===== src/rtl/la_prbs_pkg.sv =====
// ---------------------------------------------------------------------------
// la_prbs_pkg
// Shared definitions for the XNOR-feedback PRBS generator and checker:
//   - tap positions for each supported PRBS order (7, 15, 23, 31)
//   - checker state encoding (HUNT=0, CHECK=1, LOCKED=2)
//   - lockup-state mask (all ones across ORDER bits)
//   - popcount helper used when bit-error counting is enabled
// ---------------------------------------------------------------------------
package la_prbs_pkg;

    localparam int unsigned PRBS7_T1  = 32'd7;
    localparam int unsigned PRBS7_T2  = 32'd6;
    localparam int unsigned PRBS15_T1 = 32'd15;
    localparam int unsigned PRBS15_T2 = 32'd14;
    localparam int unsigned PRBS23_T1 = 32'd23;
    localparam int unsigned PRBS23_T2 = 32'd18;
    localparam int unsigned PRBS31_T1 = 32'd31;
    localparam int unsigned PRBS31_T2 = 32'd28;

    typedef enum logic [1:0] {
        ST_HUNT   = 2'd0,
        ST_CHECK  = 2'd1,
        ST_LOCKED = 2'd2
    } prbs_state_e;

    // First feedback tap (1-based bit position) for a given order.
    function automatic int unsigned prbs_tap1(input int unsigned order);
        case (order)
            32'd7:   return PRBS7_T1;
            32'd15:  return PRBS15_T1;
            32'd23:  return PRBS23_T1;
            32'd31:  return PRBS31_T1;
            default: return PRBS7_T1;
        endcase
    endfunction

    // Second feedback tap (1-based bit position) for a given order.
    function automatic int unsigned prbs_tap2(input int unsigned order);
        case (order)
            32'd7:   return PRBS7_T2;
            32'd15:  return PRBS15_T2;
            32'd23:  return PRBS23_T2;
            32'd31:  return PRBS31_T2;
            default: return PRBS7_T2;
        endcase
    endfunction

    // XNOR feedback can never leave the all-ones state; this is its pattern.
    function automatic logic [31:0] prbs_lockup_mask(input int unsigned order);
        logic [31:0] m;
        m = 32'd0;
        for (int unsigned i = 0; i < 32; i++) begin
            m[i] = (i < order);
        end
        return m;
    endfunction

    // Number of set bits in a word of up to 64 bits.
    function automatic logic [6:0] prbs_popcount(input logic [63:0] v);
        logic [6:0] n;
        n = 7'd0;
        for (int i = 0; i < 64; i++) begin
            n = n + {6'd0, v[i]};
        end
        return n;
    endfunction

endpackage


===== src/rtl/la_prbs_step.sv =====
// ---------------------------------------------------------------------------
// la_prbs_step
// Combinational DW-bit unroll of the checker LFSR. For each received bit
// (bit 0 first) the feedback value is the prediction; the LFSR then shifts
// in the received bit rather than the prediction, so the local register
// self-synchronises to the incoming stream.
// Ports:
//   i_state    [ORDER-1:0]  LFSR state before the word
//   i_data     [DW-1:0]     received bits, bit 0 earliest
//   o_state    [ORDER-1:0]  LFSR state after the word
//   o_mismatch [DW-1:0]     per-bit received ^ predicted
// ---------------------------------------------------------------------------
module la_prbs_step
    import la_prbs_pkg::*;
#(
    parameter int DW    = 8,
    parameter int ORDER = 7
) (
    input  logic [ORDER-1:0] i_state,
    input  logic [DW-1:0]    i_data,
    output logic [ORDER-1:0] o_state,
    output logic [DW-1:0]    o_mismatch
);

    localparam int T1 = int'(prbs_tap1(ORDER));
    localparam int T2 = int'(prbs_tap2(ORDER));

    logic [ORDER-1:0] w_s;
    logic             w_p;

    // Serial bit-by-bit prediction and shift, unrolled across the word.
    always_comb begin
        w_s        = i_state;
        w_p        = 1'b0;
        o_mismatch = '0;
        for (int i = 0; i < DW; i++) begin
            w_p           = ~(w_s[T1-1] ^ w_s[T2-1]);
            o_mismatch[i] = i_data[i] ^ w_p;
            w_s           = {w_s[ORDER-2:0], i_data[i]};
        end
        o_state = w_s;
    end

endmodule


===== src/rtl/la_prbs_check.sv =====
// ---------------------------------------------------------------------------
// la_prbs_check
// Receive-side PRBS checker. Self-synchronises an XNOR LFSR from the received
// stream, declares lock after LOCK_CNT clean words, counts errored words
// (or bit errors when LA_PRBS_CHECK_BITERR_EN is defined) with saturation,
// and drops lock after LOSS_CNT consecutive errored words.
// Optional feature macro: LA_PRBS_CHECK_BITERR_EN (err_cnt adds popcount of
// the mismatch vector instead of 1 per errored word).
// Ports:
//   clk        rising-edge clock
//   reset      synchronous active-high reset
//   en         checker enable; low forces HUNT and drops lock
//   valid_in   data_in carries a word this cycle
//   data_in    [DW-1:0] received bits, bit 0 earliest
//   clr_cnt    synchronous clear of err_cnt (wins over an increment)
//   locked     lock indicator (registered)
//   err_valid  one-cycle pulse after a checked word with any mismatch
//   err_cnt    [CW-1:0] saturating error count
// ---------------------------------------------------------------------------
module la_prbs_check
    import la_prbs_pkg::*;
#(
    parameter     PROP     = "DEFAULT",
    parameter int DW       = 8,
    parameter int ORDER    = 7,
    parameter int LOCK_CNT = 4,
    parameter int LOSS_CNT = 4,
    parameter int CW       = 16
) (
    input  logic          clk,
    input  logic          reset,
    input  logic          en,
    input  logic          valid_in,
    input  logic [DW-1:0] data_in,
    input  logic          clr_cnt,
    output logic          locked,
    output logic          err_valid,
    output logic [CW-1:0] err_cnt
);

    localparam int BCW = $clog2(ORDER + DW + 1);
    localparam int GCW = $clog2(LOCK_CNT + 1);
    localparam int LCW = $clog2(LOSS_CNT + 1);
    localparam int SW  = CW + 7;
    localparam logic [31:0]   LOCKUP_MASK = prbs_lockup_mask(ORDER);
    localparam logic [CW-1:0] CNT_MAX     = {CW{1'b1}};

    if (!((ORDER == 7) || (ORDER == 15) || (ORDER == 23) || (ORDER == 31)) ||
        (DW < 1) || (DW > 64)) begin : g_bad_cfg
        $error("la_prbs_check(%s): ORDER must be 7/15/23/31 and DW 1..64", PROP);
    end

    prbs_state_e      r_state,     w_state_nxt;
    logic [ORDER-1:0] r_lfsr,      w_lfsr_nxt;
    logic [BCW-1:0]   r_bit_cnt,   w_bit_cnt_nxt;
    logic [GCW-1:0]   r_good_cnt,  w_good_nxt;
    logic [LCW-1:0]   r_bad_cnt,   w_bad_nxt;
    logic             r_locked,    w_locked_nxt;
    logic             r_err_valid, w_err_valid_nxt;
    logic [CW-1:0]    r_err_cnt,   w_err_cnt_nxt;

    logic [ORDER-1:0] w_step_state;
    logic [DW-1:0]    w_mismatch;
    logic             w_word_err;
    logic             w_lockup;
    logic [BCW-1:0]   w_bit_sum;
    logic [6:0]       w_inc;
    logic [SW-1:0]    w_err_sum;
    logic [CW-1:0]    w_err_sat;

    la_prbs_step #(
        .DW    (DW),
        .ORDER (ORDER)
    ) u_step (
        .i_state    (r_lfsr),
        .i_data     (data_in),
        .o_state    (w_step_state),
        .o_mismatch (w_mismatch)
    );

    assign w_word_err = |w_mismatch;
    assign w_lockup   = (w_step_state == LOCKUP_MASK[ORDER-1:0]);
    assign w_bit_sum  = r_bit_cnt + BCW'(DW);

`ifdef LA_PRBS_CHECK_BITERR_EN
    assign w_inc = prbs_popcount(64'(w_mismatch));
`else
    assign w_inc = 7'd1;
`endif

    // Widened add so that a large per-word increment cannot wrap before clamping.
    assign w_err_sum = SW'(r_err_cnt) + SW'(w_inc);
    assign w_err_sat = (w_err_sum > SW'(CNT_MAX)) ? CNT_MAX : w_err_sum[CW-1:0];

    // Next-state, counter and output computation for one received word.
    always_comb begin
        w_state_nxt     = r_state;
        w_lfsr_nxt      = r_lfsr;
        w_bit_cnt_nxt   = r_bit_cnt;
        w_good_nxt      = r_good_cnt;
        w_bad_nxt       = r_bad_cnt;
        w_locked_nxt    = r_locked;
        w_err_valid_nxt = 1'b0;
        w_err_cnt_nxt   = r_err_cnt;

        if (!en) begin
            w_state_nxt   = ST_HUNT;
            w_locked_nxt  = 1'b0;
            w_bit_cnt_nxt = '0;
            w_good_nxt    = '0;
            w_bad_nxt     = '0;
        end else if (valid_in) begin
            w_lfsr_nxt = w_step_state;
            case (r_state)
                ST_HUNT: begin
                    // The word that fills the register is only used to seed it.
                    if (w_bit_sum >= BCW'(ORDER)) begin
                        w_state_nxt   = ST_CHECK;
                        w_bit_cnt_nxt = '0;
                    end else begin
                        w_bit_cnt_nxt = w_bit_sum;
                    end
                end
                ST_CHECK: begin
                    if (w_word_err) begin
                        w_good_nxt = '0;
                    end else if (r_good_cnt >= GCW'(LOCK_CNT - 1)) begin
                        w_state_nxt  = ST_LOCKED;
                        w_locked_nxt = 1'b1;
                        w_good_nxt   = '0;
                    end else begin
                        w_good_nxt = r_good_cnt + GCW'(1'b1);
                    end
                end
                ST_LOCKED: begin
                    if (!w_word_err) begin
                        w_bad_nxt = '0;
                    end else if (r_bad_cnt >= LCW'(LOSS_CNT - 1)) begin
                        w_state_nxt  = ST_HUNT;
                        w_locked_nxt = 1'b0;
                        w_bad_nxt    = '0;
                        w_good_nxt   = '0;
                    end else begin
                        w_bad_nxt = r_bad_cnt + LCW'(1'b1);
                    end
                end
                default: begin
                    w_state_nxt  = ST_HUNT;
                    w_locked_nxt = 1'b0;
                end
            endcase

            // Errors of the word are still reported even if it also hits lockup.
            if ((r_state != ST_HUNT) && w_word_err) begin
                w_err_valid_nxt = 1'b1;
                w_err_cnt_nxt   = w_err_sat;
            end else begin
                w_err_valid_nxt = 1'b0;
            end

            if (w_lockup) begin
                w_state_nxt   = ST_HUNT;
                w_lfsr_nxt    = '0;
                w_locked_nxt  = 1'b0;
                w_bit_cnt_nxt = '0;
                w_good_nxt    = '0;
                w_bad_nxt     = '0;
            end else begin
                w_lfsr_nxt = w_step_state;
            end
        end else begin
            w_err_valid_nxt = 1'b0;
        end

        if (clr_cnt) begin
            w_err_cnt_nxt = '0;
        end else begin
            w_err_cnt_nxt = w_err_cnt_nxt;
        end
    end

    // State and output registers with synchronous reset.
    always_ff @(posedge clk) begin
        if (reset) begin
            r_state     <= ST_HUNT;
            r_lfsr      <= '0;
            r_bit_cnt   <= '0;
            r_good_cnt  <= '0;
            r_bad_cnt   <= '0;
            r_locked    <= 1'b0;
            r_err_valid <= 1'b0;
            r_err_cnt   <= '0;
        end else begin
            r_state     <= w_state_nxt;
            r_lfsr      <= w_lfsr_nxt;
            r_bit_cnt   <= w_bit_cnt_nxt;
            r_good_cnt  <= w_good_nxt;
            r_bad_cnt   <= w_bad_nxt;
            r_locked    <= w_locked_nxt;
            r_err_valid <= w_err_valid_nxt;
            r_err_cnt   <= w_err_cnt_nxt;
        end
    end

    assign locked    = r_locked;
    assign err_valid = r_err_valid;
    assign err_cnt   = r_err_cnt;

endmodule


===== config.mk =====
export PLATFORM = sky130hd
export DESIGN_NAME = la_prbs_check
export DESIGN_NICKNAME = d
export VERILOG_FILES = /design/src/rtl/la_prbs_pkg.sv /design/src/rtl/la_prbs_step.sv /design/src/rtl/la_prbs_check.sv
export SDC_FILE = /design/constraint.sdc
export NUM_CORES = 1
export LEC_CHECK = 0
export ABC_AREA = 1
export BUFFER_PORTS_ARGS = -buffer_cell sky130_fd_sc_hd__buf_2
export CELL_PAD_IN_SITES_DETAIL_PLACEMENT = 1
export CELL_PAD_IN_SITES_GLOBAL_PLACEMENT = 2
export CORE_MARGIN = 8
export CORE_UTILIZATION = 28
export CTS_BUF_LIST = sky130_fd_sc_hd__clkbuf_4 sky130_fd_sc_hd__clkbuf_8 sky130_fd_sc_hd__clkbuf_16
export CTS_CLUSTER_SIZE = 10
export DETAILED_ROUTE_END_ITERATION = 8
export HOLD_SLACK_MARGIN = 0.12
export PLACE_DENSITY = 0.86
export SLEW_MARGIN = 20
export SYNTH_ARGS = -nofsm -noshare
export SYNTH_HDL_FRONTEND = slang
export SYNTH_SLANG_ARGS = --single-unit

===== constraint.sdc =====
create_clock -name clk -period 1.72 [get_ports clk]
set_clock_uncertainty 0.1 [all_clocks]
set_input_delay 0.344 -clock clk [delete_from_list [all_inputs] [get_ports clk]]
set_output_delay 0.344 -clock clk [all_outputs]
set_load 0.02 [all_outputs]

# ---- After elaboration in Yosys (flattened, before gate mapping)
# Index checks and enable logic that the tools add are counted.
dict set report totals {
  wordCells 97
  out_inout_bits 18
  register_bits 37
  input_bits 13
}
dict set report classes {
  add_sub_neg 4
  eq_ne 9
  bitwise 26
  mux 29
  n_lt_le_gt_ge 4
  reduce_logical 17
}
# cell count
set ops {}
lappend ops {{3-bit 2-to-1 mux} 9}
lappend ops {{16-bit by 1-bit adder with 17-bit output (second input constant)} 1}
lappend ops {{17-bit by 16-bit greater-than comparator with 1-bit output (second input constant)} 1}
lappend ops {{16-bit 2-to-1 mux} 1}
lappend ops {{1-bit XOR} 16}
lappend ops {{3-bit inequality test (second input constant)} 5}
lappend ops {{2-bit 2-to-1 mux} 6}
lappend ops {{4-bit 2-to-1 mux} 3}
lappend ops {{6-bit AND reduction} 2}
lappend ops {{1-bit NOT} 10}
lappend ops {{8-bit OR reduction} 1}
lappend ops {{7-bit equality test (second input constant)} 1}
lappend ops {{7-bit 2-to-1 mux} 1}
lappend ops {{3-bit by 1-bit adder with 3-bit output (second input constant)} 2}
lappend ops {{3-bit by 2-bit greater-or-equal comparator with 1-bit output (second input constant)} 2}
lappend ops {{1-bit 2-to-1 mux} 6}
lappend ops {{2-bit one-hot mux with 3 select lines} 1}
lappend ops {{3-bit one-hot mux with 2 select lines} 1}
lappend ops {{2-bit AND reduction} 3}
lappend ops {{2-bit nonzero test} 3}
lappend ops {{4-bit adder (second input constant)} 1}
lappend ops {{4-bit by 3-bit greater-or-equal comparator with 1-bit output (second input constant)} 1}
lappend ops {{4-bit AND reduction} 1}
lappend ops {{2-bit OR reduction} 2}
lappend ops {{other kinds (9)} 9}

# ---- Logic depth before layout (Yosys ltp)
dict set report logic_depth {
  depth_word 7
  mapped_depth 14
  ltp_nobuf 13
}

# ---- Cells and area by module
# A second synthesis with hierarchy kept.
dict set report hier_totals {
  cells_unflattened 431
  area_unflattened_um2 2517.4
}
# mod seq_area_each_um2 instances area_each_um2 cells_per_inst
set by_module_without_submodules {}
lappend by_module_without_submodules {la_prbs_check 680.7 1 2215.9 361}
lappend by_module_without_submodules {la_prbs_step 0.0 1 301.5 70}

# ---- Worst setup path before layout
# No wires, ideal clock.
dict set report synth_timing {
  path_type {reg2reg}
  from {register r_err_cnt[1] (netlist: err_cnt[1])}
  to {register r_err_cnt[0] (netlist: err_cnt[0])}
  setup_time_ns 0.056
  slack_ns -0.299
  required_ns 1.564
  path_buffers 1
  synth_period_minus_slack_ns 2.019
  stages_incl_launch_ff 15
  arrival_time_ns 1.864
  cell_sequence {dfxtp_1 ha_1 nand3_2 nor2_4 nand2_2 nand2_1 nand2_1 nor2_2 nand2_1 nor2_4 nand3_4 buf_6 nand3_2 nand2_1 inv_1}
}
dict set report synth_via {
  elab_chain_len 3
}
# element line
set synth_rtl {}
lappend synth_rtl {{from (decl)} la_prbs_check.sv:60} ;# logic [CW-1:0] r_err_cnt, w_err_cnt_nxt;
lappend synth_rtl {{from (signal assigned)} la_prbs_check.sv:201} ;# r_err_cnt <= w_err_cnt_nxt;
lappend synth_rtl {{16-bit by 1-bit adder with 17-bit output} la_prbs_check.sv:92} ;# assign w_err_sum = SW'(r_err_cnt) + SW'(w_inc);
lappend synth_rtl {{17-bit by 16-bit greater-than comparator with 1-bit output} la_prbs_check.sv:93} ;# assign w_err_sat = (w_err_sum > SW'(CNT_MAX)) ? CNT_MAX : w_err_sum[CW-1:0];
lappend synth_rtl {{16-bit 2-to-1 mux} la_prbs_check.sv:93}
# Every way passes these cells.
# A chain may end at the register's enable or synchronous reset.

# ---- Final worst setup path
dict set report layout_timing {
  from {register r_err_cnt[1] (netlist: err_cnt[1])}
  to {register r_err_cnt[5] (netlist: err_cnt[5])}
}
dict set report layout_via {
  elab_chain_len 3
}
# element line
set layout_rtl {}
lappend layout_rtl {{16-bit by 1-bit adder with 17-bit output *} la_prbs_check.sv:92}
lappend layout_rtl {{17-bit by 16-bit greater-than comparator with 1-bit output} la_prbs_check.sv:93}
lappend layout_rtl {{16-bit 2-to-1 mux *} la_prbs_check.sv:93}
# Mark *: on every way between the ends. The rest lies on a longest branch, timed or not.

==> reports/qor.yml <==
status:
  status: "complete, but fails checks"
  violations: "setup timing"
logic_synthesis:
  synth_warnings: 0
  ys_seq_elements: 34
  postSynthCellCount: 431
  synth_fp_nets: 450
  netlist_area_mm2: 0.002565
  synth_cell_types: 28
  syn_avg_cell_area_um2: 5.951
  yosysSeqAreaShare_pct: 26.54
timing:
  final_max_slew_viol_count: 0
  timing.fmax_mhz: 497.9
  period_minus_slack_ns: 2.009
  finalSetupViolCount: 16
  setup-tns-final_ns: -4.063
  slew_headroom_pct: 73.09
  rsz0062_at_grt: "yes"
  hold_viol: 0
  whs_ns: 0.2048
  setup_slack_ns: -0.2885
  tightest_slew_ns: 0.4036
  fin_crit_sh_pct: 116.8
clocking:
  cts_sinks: 34
  root_buffer: "clkbuf_8"
  tritoncts: "yes"
  cts_made_buffers: 5
  htree_levels: 2
  insertion_delay_ns: 0.30
  clock_path_buffers: 2
  clk_pin_slew_ns: 0.09
run:
  drv_cap: 0
power:
  switching_share_pct: 27.97
  p_sw_mw: 0.5815
  peakVddDrop_uv: 298.4
  power_frac_comb_pct: 16.2
  leakage_nw: 1.843
  pwr_density_cell_mw_per_mm2: 561.2
  p_int_mw: 1.497
  seq_power_share_pct: 39.6
  pwr-share-clk_pct: 44.2
cells_and_area:
  fin_nets: 543
  area_delta_synth_final_pct: 44.44
  fin_util_pct: 40.87
  diodes: 0
  drive_above_1_share_pct: 39.24
setup_path:
  rr_endpoint: "err_cnt[5]"
  cp-end-kind: "flip-flop"
  timing.rr.start: "err_cnt[1]"
  r2r_cells: 12
  crit_path_end: "err_cnt[5]"
  worstSetupPathType: "reg -> reg"
  critPathMaxFanout: 8
  ff2ff_setup_slack_ns: -0.29
  startpoint: "err_cnt[1]"
  cp.required_ns: 1.87
  cp.arrival_ns: 2.16
  cp-start-kind: "flip-flop"
grt:
  grt_pass1_wl_um: 14820
  grt_pass1_vias: 3201
  grt_max_degree: 34
  grt_use_total_pct: 14.47
  antenna_found_initial: 0
  globalRouteOverflowTotal: 0
route:
  vias: 3021
  drt_iter0_drc: 72
  route.met3.wl_um: 236
  maxUsedRoutingLayer: "met4"
  postRouteAntennaNets: 0
  wl_per_cell_um: 14.43
  via_per_inst: 4.750
  wl_met2_um: 4804
  met1_length_um: 3979
  first_pass_iters: 4
  drc: 0
  wirelength_um: 9180
floorplanning:
  io_pins: 31
  rows: 35
  initial_utilization_pct: 28.30
  die_x_um: 111.7
  core_mm2: 0.009065
  fp.dieH_um: 111.7
  die-area_mm2: 0.01248
place:
  pre_cts_ws_ns: -0.2812
  io_buffer_count: 30
  hpwl_um: 6553
  place_congestion: 0.8272
min_path:
  hold_class: "in -> reg"
## per-stage QoR
step	area [um^2]	instances	total power, mW
detailed placement	3267	618	1.132
global route	3705	636	2.165
global placement	3267	618	1.120
floorplan	2608	431	1.014
finish	3705	636	2.079
CTS	3518	633	2.055
## cells by family (layout without fill, tap and decap cells)
kind of cell	Yosys count	after routing	synth area share, %
and+or+nand+nor	262	264	48.15
buffers and inverters	86	178	13.27
AOI/OAI and AO/OA	43	43	9.122
DFF	34	34	26.54
adders and majority gates	6	6	2.927
## timing repair
item                                    4_1_cts  5_1_grt
gates cloned                                  2        0
hold buffers                                  0        0
setup buffers                                 5        3
pin swaps                                     3       28
endpoints found under the setup margin       21       25
gates resized for setup                      17       55
## worst max-delay path, stage by stage, from the launching register on
cell and delay (ns):
dfxtp_4 0.37, ha_4 0.15, nand3_4 0.12, buf_6 0.14, o21ai_2 0.12, nand2_1 0.09, nor2_1 0.16, nand2_2 0.09
nor2_4 0.16, nand3_4 0.20, nand3_2 0.14, nand2_2 0.05, inv_1 0.05
## layer usage
metal	vias to the layer above	track usage, %
li1	1535	-
met1	1438	16.36
met2	33	26.45
met3	15	2.706
met4	0	5.014
met5	-	0
## sequential cells by signal, summed over array words and instances (netlist names)
signal      cells
err_cnt        16
locked          1
r_good_cnt      3
err_valid       1
r_bad_cnt       3
r_state         2
r_bit_cnt       1
r_lfsr          7
## cell usage in the layout (no fill, tap or decap), types with 2 or more instances in the layout
cell type and count:
nand2_1 106, nor2_1 49, a21oi_1 26, ha_1 2, a211oi_1 6, o21ai_0 3
dfxtp_2 10, nand4_1 9, nand2_2 26, clkbuf_8 6, inv_1 65, ha_4 2
dfxtp_1 20, nor2_4 11, buf_4 58, nand2_4 2, buf_2 30, nand3_4 4
nand3_1 23, ha_2 2, nor2_2 6, buf_6 4, nand3_2 20, dfxtp_4 4
inv_2 12, o21ai_1 5, nor3_1 4
## cells in the mapped netlist
cell | n | area, um^2
a211oi_1 | 7 | 52.55
a21oi_1 | 26 | 130.1
buf_2 | 2 | 10.01
buf_4 | 2 | 15.01
buf_6 | 1 | 11.26
clkbuf_1 | 4 | 15.01
dfxtp_1 | 34 | 680.7
ha_1 | 6 | 75.07
inv_1 | 69 | 259.0
inv_2 | 8 | 30.03
nand2_1 | 130 | 488.0
nand2_2 | 3 | 18.77
nand2_4 | 1 | 11.26
nand3_1 | 32 | 160.2
nand3_2 | 13 | 130.1
nand3_4 | 1 | 17.52
nand3b_1 | 1 | 7.510
nand4_1 | 9 | 56.30
nor2_1 | 56 | 210.2
nor2_2 | 2 | 12.51
nor2_4 | 7 | 78.83
nor3_1 | 4 | 20.02
nor3_2 | 1 | 10.01
nor3b_1 | 1 | 7.510
o21ai_0 | 5 | 25.02
o21ai_1 | 4 | 20.02
o22ai_1 | 1 | 6.260
or2_2 | 1 | 6.260
## cell type report
class | instances | area (um^2)
clock inverters | 1 | 30.03
repair buffers | 93 | 650.6
flip-flops and latches | 34 | 708.2
well taps | 111 | 138.9
inverters | 77 | 289.0
multi-input cells | 313 | 1780
clock buffers | 7 | 107.6
fillers | 1195 | 5360
## how the worst min path moves through the flow
stage                 startpoint            to  slack [ns]  cells past startpoint
global route            valid_in  r_bit_cnt[3]        0.22                      2
CTS                     valid_in  r_bit_cnt[3]        0.19                      2
global placement    r_bit_cnt[3]  r_bit_cnt[3]        0.33                      2
detailed placement  r_bit_cnt[3]  r_bit_cnt[3]        0.35                      2
finish                  valid_in  r_bit_cnt[3]        0.20                      2
floorplan           r_bit_cnt[3]  r_bit_cnt[3]        0.32                      2
## power groups by stage
stage	clock (mW)	combinational [mW]	sequential, mW
CTS	0.937	0.297	0.821
global placement	0	0.279	0.842
finish	0.918	0.337	0.824
detailed placement	0	0.290	0.842
global route	0.963	0.375	0.827
floorplan	0	0.167	0.846
(Power assumes the default switching activity.)
